File: src/rtl/mpsoc_wb_ext_arbiter.sv
// Round-robin arbiter sharing one external Wishbone slave port among tile masters.
// Grant is held for the whole bus cycle; a watchdog turns a stalled strobe into an error.
module mpsoc_wb_ext_arbiter #(
  parameter int NUM_MASTERS = 4,
  parameter int AW          = 32,
  parameter int DW          = 32,
  parameter int TIMEOUT     = 255
) (
  input  logic                       clk,
  input  logic                       rst,

  input  logic [NUM_MASTERS-1:0]     m_cyc_i,
  input  logic [NUM_MASTERS-1:0]     m_stb_i,
  input  logic [NUM_MASTERS-1:0]     m_we_i,
  input  logic [NUM_MASTERS*AW-1:0]  m_adr_i,
  input  logic [NUM_MASTERS*DW-1:0]  m_dat_i,
  input  logic [NUM_MASTERS*DW/8-1:0] m_sel_i,
  input  logic [NUM_MASTERS*3-1:0]   m_cti_i,
  input  logic [NUM_MASTERS*2-1:0]   m_bte_i,
  output logic [NUM_MASTERS-1:0]     m_ack_o,
  output logic [NUM_MASTERS-1:0]     m_err_o,
  output logic [NUM_MASTERS-1:0]     m_rty_o,
  output logic [DW-1:0]              m_dat_o,

  output logic                       s_cyc_o,
  output logic                       s_stb_o,
  output logic                       s_we_o,
  output logic [AW-1:0]              s_adr_o,
  output logic [DW-1:0]              s_dat_o,
  output logic [DW/8-1:0]            s_sel_o,
  output logic [2:0]                 s_cti_o,
  output logic [1:0]                 s_bte_o,
  input  logic                       s_ack_i,
  input  logic                       s_err_i,
  input  logic                       s_rty_i,
  input  logic [DW-1:0]              s_dat_i,

  output logic [NUM_MASTERS-1:0]     grant_o,
  output logic                       timeout_o
);

  // state | meaning
  // IDLE  | no owner; arbitrate among raised cyc lines
  // BUSY  | gnt_idx owns the slave port until its cyc drops

  localparam int IW = (NUM_MASTERS > 1) ? $clog2(NUM_MASTERS) : 1;
  localparam int CW = (TIMEOUT > 0) ? $clog2(TIMEOUT + 1) : 1;
  localparam int SW = DW / 8;

  typedef enum logic {IDLE, BUSY} state_t;

  state_t        state, state_nxt;
  logic [IW-1:0] gnt_idx, gnt_idx_nxt;
  logic [IW-1:0] last_grant, last_grant_nxt;
  logic [CW-1:0] wd_cnt, wd_cnt_nxt;
  logic [IW-1:0] req_idx;
  logic          req_found;
  logic          busy, g_cyc, g_stb, resp_any, timeout_hit;

  assign busy     = (state == BUSY);
  assign g_cyc    = m_cyc_i[gnt_idx];
  assign g_stb    = m_stb_i[gnt_idx];
  assign resp_any = s_ack_i | s_err_i | s_rty_i;
  // A response on the terminal cycle wins over the forced error.
  assign timeout_hit = busy && g_cyc && g_stb && !resp_any && (wd_cnt == CW'(TIMEOUT));

  always_comb begin
    req_found = 1'b0;
    req_idx   = last_grant;
    for (int i = 1; i <= NUM_MASTERS; i++) begin
      if (!req_found && m_cyc_i[(int'(last_grant) + i) % NUM_MASTERS]) begin
        req_found = 1'b1;
        req_idx   = IW'((int'(last_grant) + i) % NUM_MASTERS);
      end
    end
  end

  always_comb begin
    state_nxt      = state;
    gnt_idx_nxt    = gnt_idx;
    last_grant_nxt = last_grant;
    wd_cnt_nxt     = '0;
    case (state)
      IDLE: begin
        if (req_found) begin
          state_nxt   = BUSY;
          gnt_idx_nxt = req_idx;
        end
      end
      BUSY: begin
        if (!g_cyc) begin
          state_nxt      = IDLE;
          last_grant_nxt = gnt_idx;
        end else if (g_stb && !resp_any && !timeout_hit) begin
          wd_cnt_nxt = wd_cnt + CW'(1);
        end
      end
      default: state_nxt = IDLE;
    endcase
  end

  always_ff @(posedge clk or negedge rst) begin
    if (!rst) begin
      state      <= IDLE;
      gnt_idx    <= '0;
      last_grant <= IW'(NUM_MASTERS - 1);
      wd_cnt     <= '0;
    end else begin
      state      <= state_nxt;
      gnt_idx    <= gnt_idx_nxt;
      last_grant <= last_grant_nxt;
      wd_cnt     <= wd_cnt_nxt;
    end
  end

  always_comb begin
    s_cyc_o   = 1'b0;
    s_stb_o   = 1'b0;
    s_we_o    = 1'b0;
    s_adr_o   = '0;
    s_dat_o   = '0;
    s_sel_o   = '0;
    s_cti_o   = '0;
    s_bte_o   = '0;
    m_ack_o   = '0;
    m_err_o   = '0;
    m_rty_o   = '0;
    grant_o   = '0;
    timeout_o = timeout_hit;
    if (busy) begin
      s_cyc_o          = g_cyc & ~timeout_hit;
      s_stb_o          = g_stb & ~timeout_hit;
      s_we_o           = m_we_i[gnt_idx];
      s_adr_o          = m_adr_i[gnt_idx*AW +: AW];
      s_dat_o          = m_dat_i[gnt_idx*DW +: DW];
      s_sel_o          = m_sel_i[gnt_idx*SW +: SW];
      s_cti_o          = m_cti_i[gnt_idx*3 +: 3];
      s_bte_o          = m_bte_i[gnt_idx*2 +: 2];
      m_ack_o[gnt_idx] = s_ack_i;
      m_err_o[gnt_idx] = s_err_i | timeout_hit;
      m_rty_o[gnt_idx] = s_rty_i;
      grant_o[gnt_idx] = 1'b1;
    end
  end

  assign m_dat_o = s_dat_i;

endmodule
File: config.mk
export PLATFORM = sky130hd
export DESIGN_NAME = mpsoc_wb_ext_arbiter
export DESIGN_NICKNAME = d
export VERILOG_FILES = /design/src/rtl/mpsoc_wb_ext_arbiter.sv
export SDC_FILE = /design/constraint.sdc
export NUM_CORES = 1
export LEC_CHECK = 0
export ABC_CLOCK_PERIOD_IN_PS = 2400
export CAP_MARGIN = 20
export CORE_AREA = 4 4 180 182
export DETAILED_ROUTE_END_ITERATION = 8
export DIE_AREA = 0 0 184 186
export GPL_TIMING_DRIVEN = 0
export MAX_ROUTING_LAYER = met4
export SYNTH_ARGS = -nofsm -noshare
export SYNTH_HDL_FRONTEND = slang
export SYNTH_SLANG_ARGS = --single-unit
File: constraint.sdc
create_clock -name clk -period 2.4 [get_ports clk]
set_input_delay 0.72 -clock clk [delete_from_list [all_inputs] [get_ports clk]]
set_output_delay 0.72 -clock clk [all_outputs]
set_load 0.005 [all_outputs]
# Word-level counts from Yosys, hierarchy flattened
# Cells that the tools add are included.
# word_totals
reg_bits	13
latch_bits	0
mem_bits_rw	0
romBits	0
inputBits	341
elab_cells	104
n_memories	0
# classes
addsub	5
multipliers	1
div	0
order_cmp	6
n_eq_ne	1
shifts	5
mux	46
n_bitwise	15
n_reduce_logical	21
# ops
operator	n
128-bit by 8-bit indexed part select with 32-bit output	2
32-bit 2-to-1 mux	2
8-bit 2-to-1 mux	3
1-bit 2-to-1 mux	21
4-bit 2-to-1 mux	5
3-bit by 4-bit less-than comparator with 1-bit output, second input constant	4
16-bit by 5-bit indexed part select with 4-bit output	1
1-bit binary-select mux with 2-bit select	7
4-bit bitwise AND	3
12-bit by 5-bit indexed part select with 3-bit output	1
1-bit logical AND	10
2-bit 2-to-1 mux	5
8-bit by 1-bit adder with 8-bit output, second input constant	1
8-bit == test, second input constant	1
2-bit OR reduction	4
8-bit by 4-bit indexed part select with 2-bit output	1
1-bit zero test	5
2-bit by 1-bit adder with 2-bit output, second input constant	2
2-bit adder, second input constant	2
1-bit bitwise AND, first input constant	4
2-bit by 2-bit multiplier with 4-bit output, second input constant	1
2-bit AND reduction	2
2-bit by 3-bit less-than comparator with 1-bit output, second input constant	1
3-bit 2-to-1 mux	1
6 further kinds	11

# Longest topological paths before layout
# Gate-level depths: netlist (run 1).
# depth
word_depth	18
ltp_mapped	6

# Least setup slack after synthesis (run 1)
# No wires, ideal clock.
# synth_path
path_type	input -> output
startpoint	in m_stb_i[3]
endpoint	out s_cyc_o
arrival_time_ps	1577
required_ps	1680
path_slack_ps	103
cell_stages	3
n_path_buf	0
cell_sequence	mux4_2 and4_1 nor2_1
# synth_between
elab_chain_len	8
# synth_lines
item	line_no	source
start: declaration	13	input logic [NUM_MASTERS-1:0] m_stb_i,
1-bit binary-select mux with 2-bit select	62	assign g_stb = m_stb_i[gnt_idx];
1-bit 2-to-1 mux (not written as such)	62	
1-bit logical AND (3 in series)	65	assign timeout_hit = busy && g_cyc && g_stb && !resp_any && (wd_cnt == CW'(TIMEOUT));
named net timeout_o	39	output logic timeout_o
1-bit NOT	131	s_cyc_o = g_cyc & ~timeout_hit;
1-bit bitwise AND	131	
1-bit 2-to-1 mux	130	if (busy) begin
end: declaration	25	output logic s_cyc_o,
# The timed path passes the listed nets, and every way through them passes these cells. The select of a mux whose other input is x is not followed.

# Worst setup path after layout (run 1)
# layout_path
startpoint	reg gnt_idx[0]
endpoint	out m_err_o[0]
# layout_between
elab_chain_len	9
elab_cells_between_ends	16
# layout_lines
item	line_no	source
start: declaration	53	logic [IW-1:0] gnt_idx, gnt_idx_nxt;
start signal: assignment	110	gnt_idx <= gnt_idx_nxt;
1-bit binary-select mux with 2-bit select	61	assign g_cyc = m_cyc_i[gnt_idx];
1-bit 2-to-1 mux (not written as such)	61	
1-bit logical AND (4 in series)	65	
1-bit bitwise OR	140	m_err_o[gnt_idx] = s_err_i | timeout_hit;
4-bit bitwise AND (no line) *	n/a	
4-bit 2-to-1 mux *	130	
end: declaration	21	output logic [NUM_MASTERS-1:0] m_err_o,
# Every way passes the cells marked *; elsewhere a longest branch is shown, timed or not. The select of a mux whose other input is x is not followed.

==> results of run 1 <==
-- worst max-delay path: stages (launching register included) --
cell,delay (ns)
dfrtp_1,0.33
buf_6,0.14
buf_6,0.14
mux4_2,0.56
a41oi_2,0.20
buf_4,0.15
nor3_2,0.03
buf_2,0.13
-- power breakdown --
group / total [mW] / switching (mW) / internal [mW]
Sequential: 0.313 / 0.0351 / 0.278
Clock: 0.312 / 0.0879 / 0.224
Combinational: 6.76 / 2.50 / 4.26
-- layout make-up --
cell class / count / area (µm²)
antenna: 8 / 20.0
buffer: 60 / 546
timing repair buffer: 464 / 4420
multi-input combinational: 223 / 2830
sequential: 13 / 328
tap: 396 / 495
clock buffer: 4 / 78.8
fill: 3286 / 21900
inverter: 3 / 11.3
-- state kept, by name (all words and copies together), names as in the netlist --
signal	flops
wd_cnt	8
gnt_idx	2
busy	1
last_grant	2
-- cells by family (layout without fill, tap and decap cells) --
kind of cell | count (synthesis) | after routing
buffers and inverters | 64 | 531
multiplexers | 81 | 81
XOR/XNOR | 5 | 5
other | 0 | 8
adder cells (fa/ha/maj) | 1 | 1
flip-flops | 13 | 13
AND/OR/NAND/NOR | 122 | 122
AO/OA/AOI/OAI | 14 | 14
-- path summary, 6_finish.rpt --
check / startpoint / end / slack, ns / cells past startpoint
max: gnt_idx[0] / m_err_o[0] / -0.24 / 7
min in group asynchronous: rst / wd_cnt[7] / 0.86 / 1
min reg2reg: wd_cnt[0] / wd_cnt[0] / 0.52 / 1
max in group asynchronous: rst / gnt_idx[0] / 1.14 / 1
min: wd_cnt[0] / wd_cnt[0] / 0.52 / 1
max reg2reg: gnt_idx[0] / wd_cnt[5] / 0.61 / 7
-- stage by stage --
step	total power, mW	worst slack (ns)
after floorplan	3.30	0.103
after global placement	6.17	-1.00
after detailed placement	6.19	-1.00
after CTS	7.37	-0.306
after global routing	7.92	-0.309
final	7.38	-0.235
-- what timing repair did --
item / CTS / global route
pin swaps: 20 / 5
gates cloned: 7 / 0
setup buffers: 23 / 8
setup endpoints to repair: 93 / 89
resized for setup: 719 / 111
-- layout by cell type (no fill, tap or decap), types with 6 or more instances in the layout --
master	n
and2_4	47
clkbuf_1	6
clkbuf_2	10
dlymetal6s2s_1	56
dfrtp_1	11
diode_2	8
and2_1	34
dlygate4sd2_1	221
clkdlybuf4s50_1	54
buf_12	16
buf_2	46
nor2_1	7
mux4_2	75
buf_4	48
buf_6	56
-- routing by layer --
metal,part of all wire,vias up
met1,0.40,2169
met5,0,-
li1,-,2071
met3,0.075,16
met2,0.52,221
met4,0.0098,0
==> flow_summary.json, run 1 <==
{
  "dr.pass1.iters": 4,
  "synthAdderAreaFrac": 0.00362,
  "synth_common_cells": "81 x and2_1, 75 x mux4_2, 33 x buf_4, 11 x buf_2, 11 x dfrtp_1",
  "netlist_instances": 300,
  "grt_pass1_wl_um": 30500,
  "placed_area_um2": 8280,
  "hold_path.class": "reg -> reg",
  "fin_nets": 1110,
  "area_growth_pct": 153,
  "cts_buffer_depth": 2,
  "synthArstFlopShare": 1.00,
  "synth_compound_area_frac": 0.0312,
  "timing.final.ws_setup_ns": -0.235,
  "cts_tree": "built",
  "leakagePower_nw": 4.34,
  "synth_seq_area_share": 0.0950,
  "route.detailed.drc": 0,
  "met1_usage": 0.149,
  "wl_per_cell_um": 18.9,
  "power_density_nw_per_um2": 846,
  "port_buffers": 433,
  "synth_area_um2": 3450,
  "synth_edf_count": 0,
  "ys.flop_type": "dfrtp_1",
  "violations": "setup timing",
  "synth_top_cell_by_area": "mux4_2",
  "synth.distinct_cells": 37,
  "synthSimpleGateAreaFrac": 0.210,
  "clk_pin_slew_ns": 0.04,
  "avgSynthCellArea_um2": 11.5,
  "drv_cap": 0,
  "finalHoldViolations": 0,
  "cp.arrival_ns": 1.92,
  "antenna_found_initial": 10,
  "dp_hpwl_um": 18800,
  "first_iter_violations": 71,
  "dieArea_um2": 34200,
  "relSlewSlack": 0.594,
  "vias_per_cell": 3.82,
  "whs_ns": 0.515,
  "use_met3": 0.0217,
  "cts_hold_buf": 0,
  "grt.overflow.total": 0,
  "yosys-mux-area-fraction": 0.507,
  "start_kind": "register",
  "synth_xor_area_frac": 0.0127,
  "fin_worst_skew_ns": 0.00201,
  "fin_crit_sh": 1.10,
  "start_util": 0.113,
  "yosysMostFrequentCell": "and2_1",
  "vdd_ir_drop_max_mv": 0.426,
  "tns_ns": -11.66,
  "final_area_um2": 8730,
  "yosysWarnings": 0,
  "h-tree-depth": 1,
  "rsz0062_at_grt": "yes",
  "place_congestion": 0.851,
  "die_h_um": 186,
  "cp-end-kind": "output pin",
  "grt_usage": 0.118,
  "cp.required_ns": 1.68,
  "utilization": 0.285,
  "fin_crit_ns": 2.64,
  "clock-sinks": 13,
  "top_usage_layer": "met2",
  "detail-route-antenna-nets": 0,
  "syn-num-nets": 642,
  "synthTopCellsByArea": "mux4_2 49%, and2_1 15%, dfrtp_1 8.0%",
  "synth_top_family_by_area": "multiplexers",
  "drive_gt1_frac": 0.421,
  "crit_fanout": 4,
  "dp_cells": 1129,
  "status": "finished, violations left",
  "slew_violations": 0,
  "io_pins": 466,
  "finalNonFillerCells": 1171,
  "num_rows": 64,
  "grt_pass1_vias": 4890,
  "core-area_um2": 30600,
  "worst_slew_pin_slew_ns": 0.606,
  "critical_path_class": "reg -> out",
  "die_x_um": 184,
  "cts_buffers": 3,
  "grt_max_degree": 14,
  "use_met2": 0.203,
  "yosys_register_bits": 13,
  "clock_latency_ns": 0.24,
  "drt_wl_total_um": 22100,
  "num_vias": 4477,
  "yosys.area.top_type_share": 0.489,
  "cts_root_buf": "clkbuf_16",
  "setup_viol": 81,
  "max_freq_ghz": 0.379
}
No activity file was read; power rests on OpenSTA's default activity.
==> run 2: changes to the inputs <==
--- a/config.mk
+++ b/config.mk
@@ -12,6 +12,7 @@
 export DIE_AREA = 0 0 184 186
 export GPL_TIMING_DRIVEN = 0
 export MAX_ROUTING_LAYER = met4
+export SLEW_MARGIN = 10
 export SYNTH_ARGS = -nofsm -noshare
 export SYNTH_HDL_FRONTEND = slang
 export SYNTH_SLANG_ARGS = --single-unit
==> results of run 2 <==
The final DEF is identical to that of run 1; final timing and power are the same.
==> run 3: changes to the inputs <==
--- a/config.mk
+++ b/config.mk
@@ -12,6 +12,7 @@
 export DIE_AREA = 0 0 184 186
 export GPL_TIMING_DRIVEN = 0
 export MAX_ROUTING_LAYER = met4
+export SETUP_SLACK_MARGIN = 0.1
 export SLEW_MARGIN = 10
 export SYNTH_ARGS = -nofsm -noshare
 export SYNTH_HDL_FRONTEND = slang
==> run 3 against run 2 <==
Against the previous run:
- clock power hardly changed
- fmax decreased by 0.26%
- largest cell class unchanged
- the run still ends with setup timing left
- critical path type is now in -> out
- utilization rose by 0.14 points
==> flow_summary.json, run 3 (synthesized netlist as in run 1, its figures left out) <==
{
  "cp.required_ns": 1.68,
  "rsz0062_at_grt": "yes",
  "cts_buffers": 3,
  "grt.overflow.total": 0,
  "power_density_nw_per_um2": 859,
  "slew_violations": 0,
  "h-tree-depth": 1,
  "r2r_setup_slack_ns": 0.62,
  "r2r-start": "gnt_idx[0]",
  "finalNonFillerCells": 1174,
  "max_freq_ghz": 0.378,
  "top_usage_layer": "met2",
  "leakagePower_nw": 4.20,
  "dr.pass1.iters": 4,
  "reg.largest.list": "wd_cnt (8), gnt_idx (2), last_grant (2)",
  "hold_path.class": "reg -> reg",
  "start_util": 0.113,
  "dp_cells": 1129,
  "layout_common_cells": "221 x dlygate4sd2_1, 75 x mux4_2, 73 x clkdlybuf4s50_1",
  "fillers": 3283,
  "endpoint": "m_err_o[0]",
  "detail-route-antenna-nets": 0,
  "wl_per_cell_um": 18.8,
  "die_h_um": 186,
  "grt_max_degree": 14,
  "dp_hpwl_um": 18800,
  "use_met3": 0.0217,
  "largest_reg_flops": 8,
  "cp.arrival_ns": 1.92,
  "port_buffers": 433,
  "first_iter_violations": 93,
  "drive_gt1_frac": 0.428,
  "fin_crit_ns": 2.64,
  "fin_worst_skew_ns": 0.00241,
  "use_met2": 0.204,
  "dieArea_um2": 34200,
  "cp_slowest_cell": "clkdlybuf4s15_2",
  "area_growth_pct": 154,
  "fin_nets": 1112,
  "cts_buffer_depth": 2,
  "path_cells": "clkdlybuf4s15_2 -> mux2i_4 -> o22ai_2 -> buf_4 -> a41oi_2 -> buf_4 -> nor3_2 -> buf_2",
  "status": "finished, violations left",
  "die_x_um": 184,
  "num_vias": 4492,
  "io_pins": 466,
  "crit_family": "buffers and inverters",
  "setup_viol": 81,
  "antenna_found_initial": 11,
  "clock_latency_ns": 0.24,
  "grt_pass1_vias": 4891,
  "timing.final.ws_setup_ns": -0.242,
  "violations": "setup timing",
  "crit_fanout": 4,
  "cp-end-kind": "output pin",
  "r2r_cells": 7,
  "relSlewSlack": 0.595,
  "place_congestion": 0.851,
  "grt_usage": 0.119,
  "num_rows": 64,
  "met1_usage": 0.149,
  "worst-path-buf-inv": 4,
  "cp.depth": 8,
  "vias_per_cell": 3.83,
  "drv_cap": 0,
  "core-area_um2": 30600,
  "clk_pin_slew_ns": 0.04,
  "utilization": 0.287,
  "route.detailed.drc": 0,
  "cpMostUsedCell": "buf_4",
  "largest-register": "wd_cnt",
  "clock-sinks": 13,
  "total_power_mw": 7.53,
  "critPathLaunch": "m_cyc_i[2]",
  "worst_slew_pin_slew_ns": 0.606,
  "cpPeakStageDelay_ns": 0.23,
  "start_kind": "primary input",
  "cts_tree": "built",
  "fin_crit_sh": 1.10,
  "vdd_ir_drop_max_mv": 0.423,
  "drt_wl_total_um": 22100,
  "r2r-end": "wd_cnt[4]",
  "final_common_cell": "dlygate4sd2_1",
  "finalHoldViolations": 0,
  "cts_root_buf": "clkbuf_16",
  "critical_path_class": "in -> out",
  "tns_ns": -11.99,
  "grt_pass1_wl_um": 30500
}
[run 3: metrics by stage]
stage          setup WS (ns)  area, µm²  hold WS (ns)
2_1_floorplan          0.103       3450         0.424
3_3_place_gp           -1.00       8280         0.509
3_5_place_dp           -1.00       8280         0.513
4_1_cts               -0.306       8530         0.517
5_1_grt               -0.322       8770         0.559
6_report              -0.242       8770         0.511
[run 3: metal layers]
metal  vias up  routed length, µm
li1       2081                  -
met1      2169               8760
met2       226              11500
met3        16               1590
met4         0                203
met5         -                  0
[run 3: power by group]
| part | switching [mW] | internal [mW] | total, mW |
|---|---|---|---|
| combinational | 2.53 | 4.38 | 6.91 |
| sequential | 0.0347 | 0.278 | 0.313 |
| clock | 0.0889 | 0.224 | 0.313 |
[run 3: final cells by class]
| class | instances | area [µm²] | area share |
|---|---|---|---|
| inverter | 3 | 11.3 | 0.00128 |
| timing repair buffer | 466 | 4450 | 0.508 |
| buffer | 60 | 546 | 0.0622 |
| antenna | 9 | 22.5 | 0.00257 |
| multi-input combinational | 223 | 2840 | 0.323 |
| clock buffer | 4 | 78.8 | 0.00899 |
| tap | 396 | 495 | 0.0565 |
| sequential | 13 | 328 | 0.0374 |
[run 3: repair_timing]
action / in CTS / in global routing
gates resized for setup: 735 / 88
hold buffers: 0 / 0
pin swaps: 21 / 5
buffers inserted: 25 / 6
cloned: 7 / 0
setup endpoints to repair: 93 / 91
[run 3: worst min path at each step]
| stage | cells after the start | startpoint | endpoint | slack, ns |
|---|---|---|---|---|
| after floorplan | 0 | rst | busy | 0.42 |
| after global placement | 1 | wd_cnt[0] | wd_cnt[0] | 0.51 |
| after detailed placement | 1 | wd_cnt[0] | wd_cnt[0] | 0.51 |
| after CTS | 1 | wd_cnt[0] | wd_cnt[0] | 0.52 |
| after global routing | 1 | wd_cnt[0] | wd_cnt[0] | 0.56 |
| final | 1 | wd_cnt[0] | wd_cnt[0] | 0.51 |
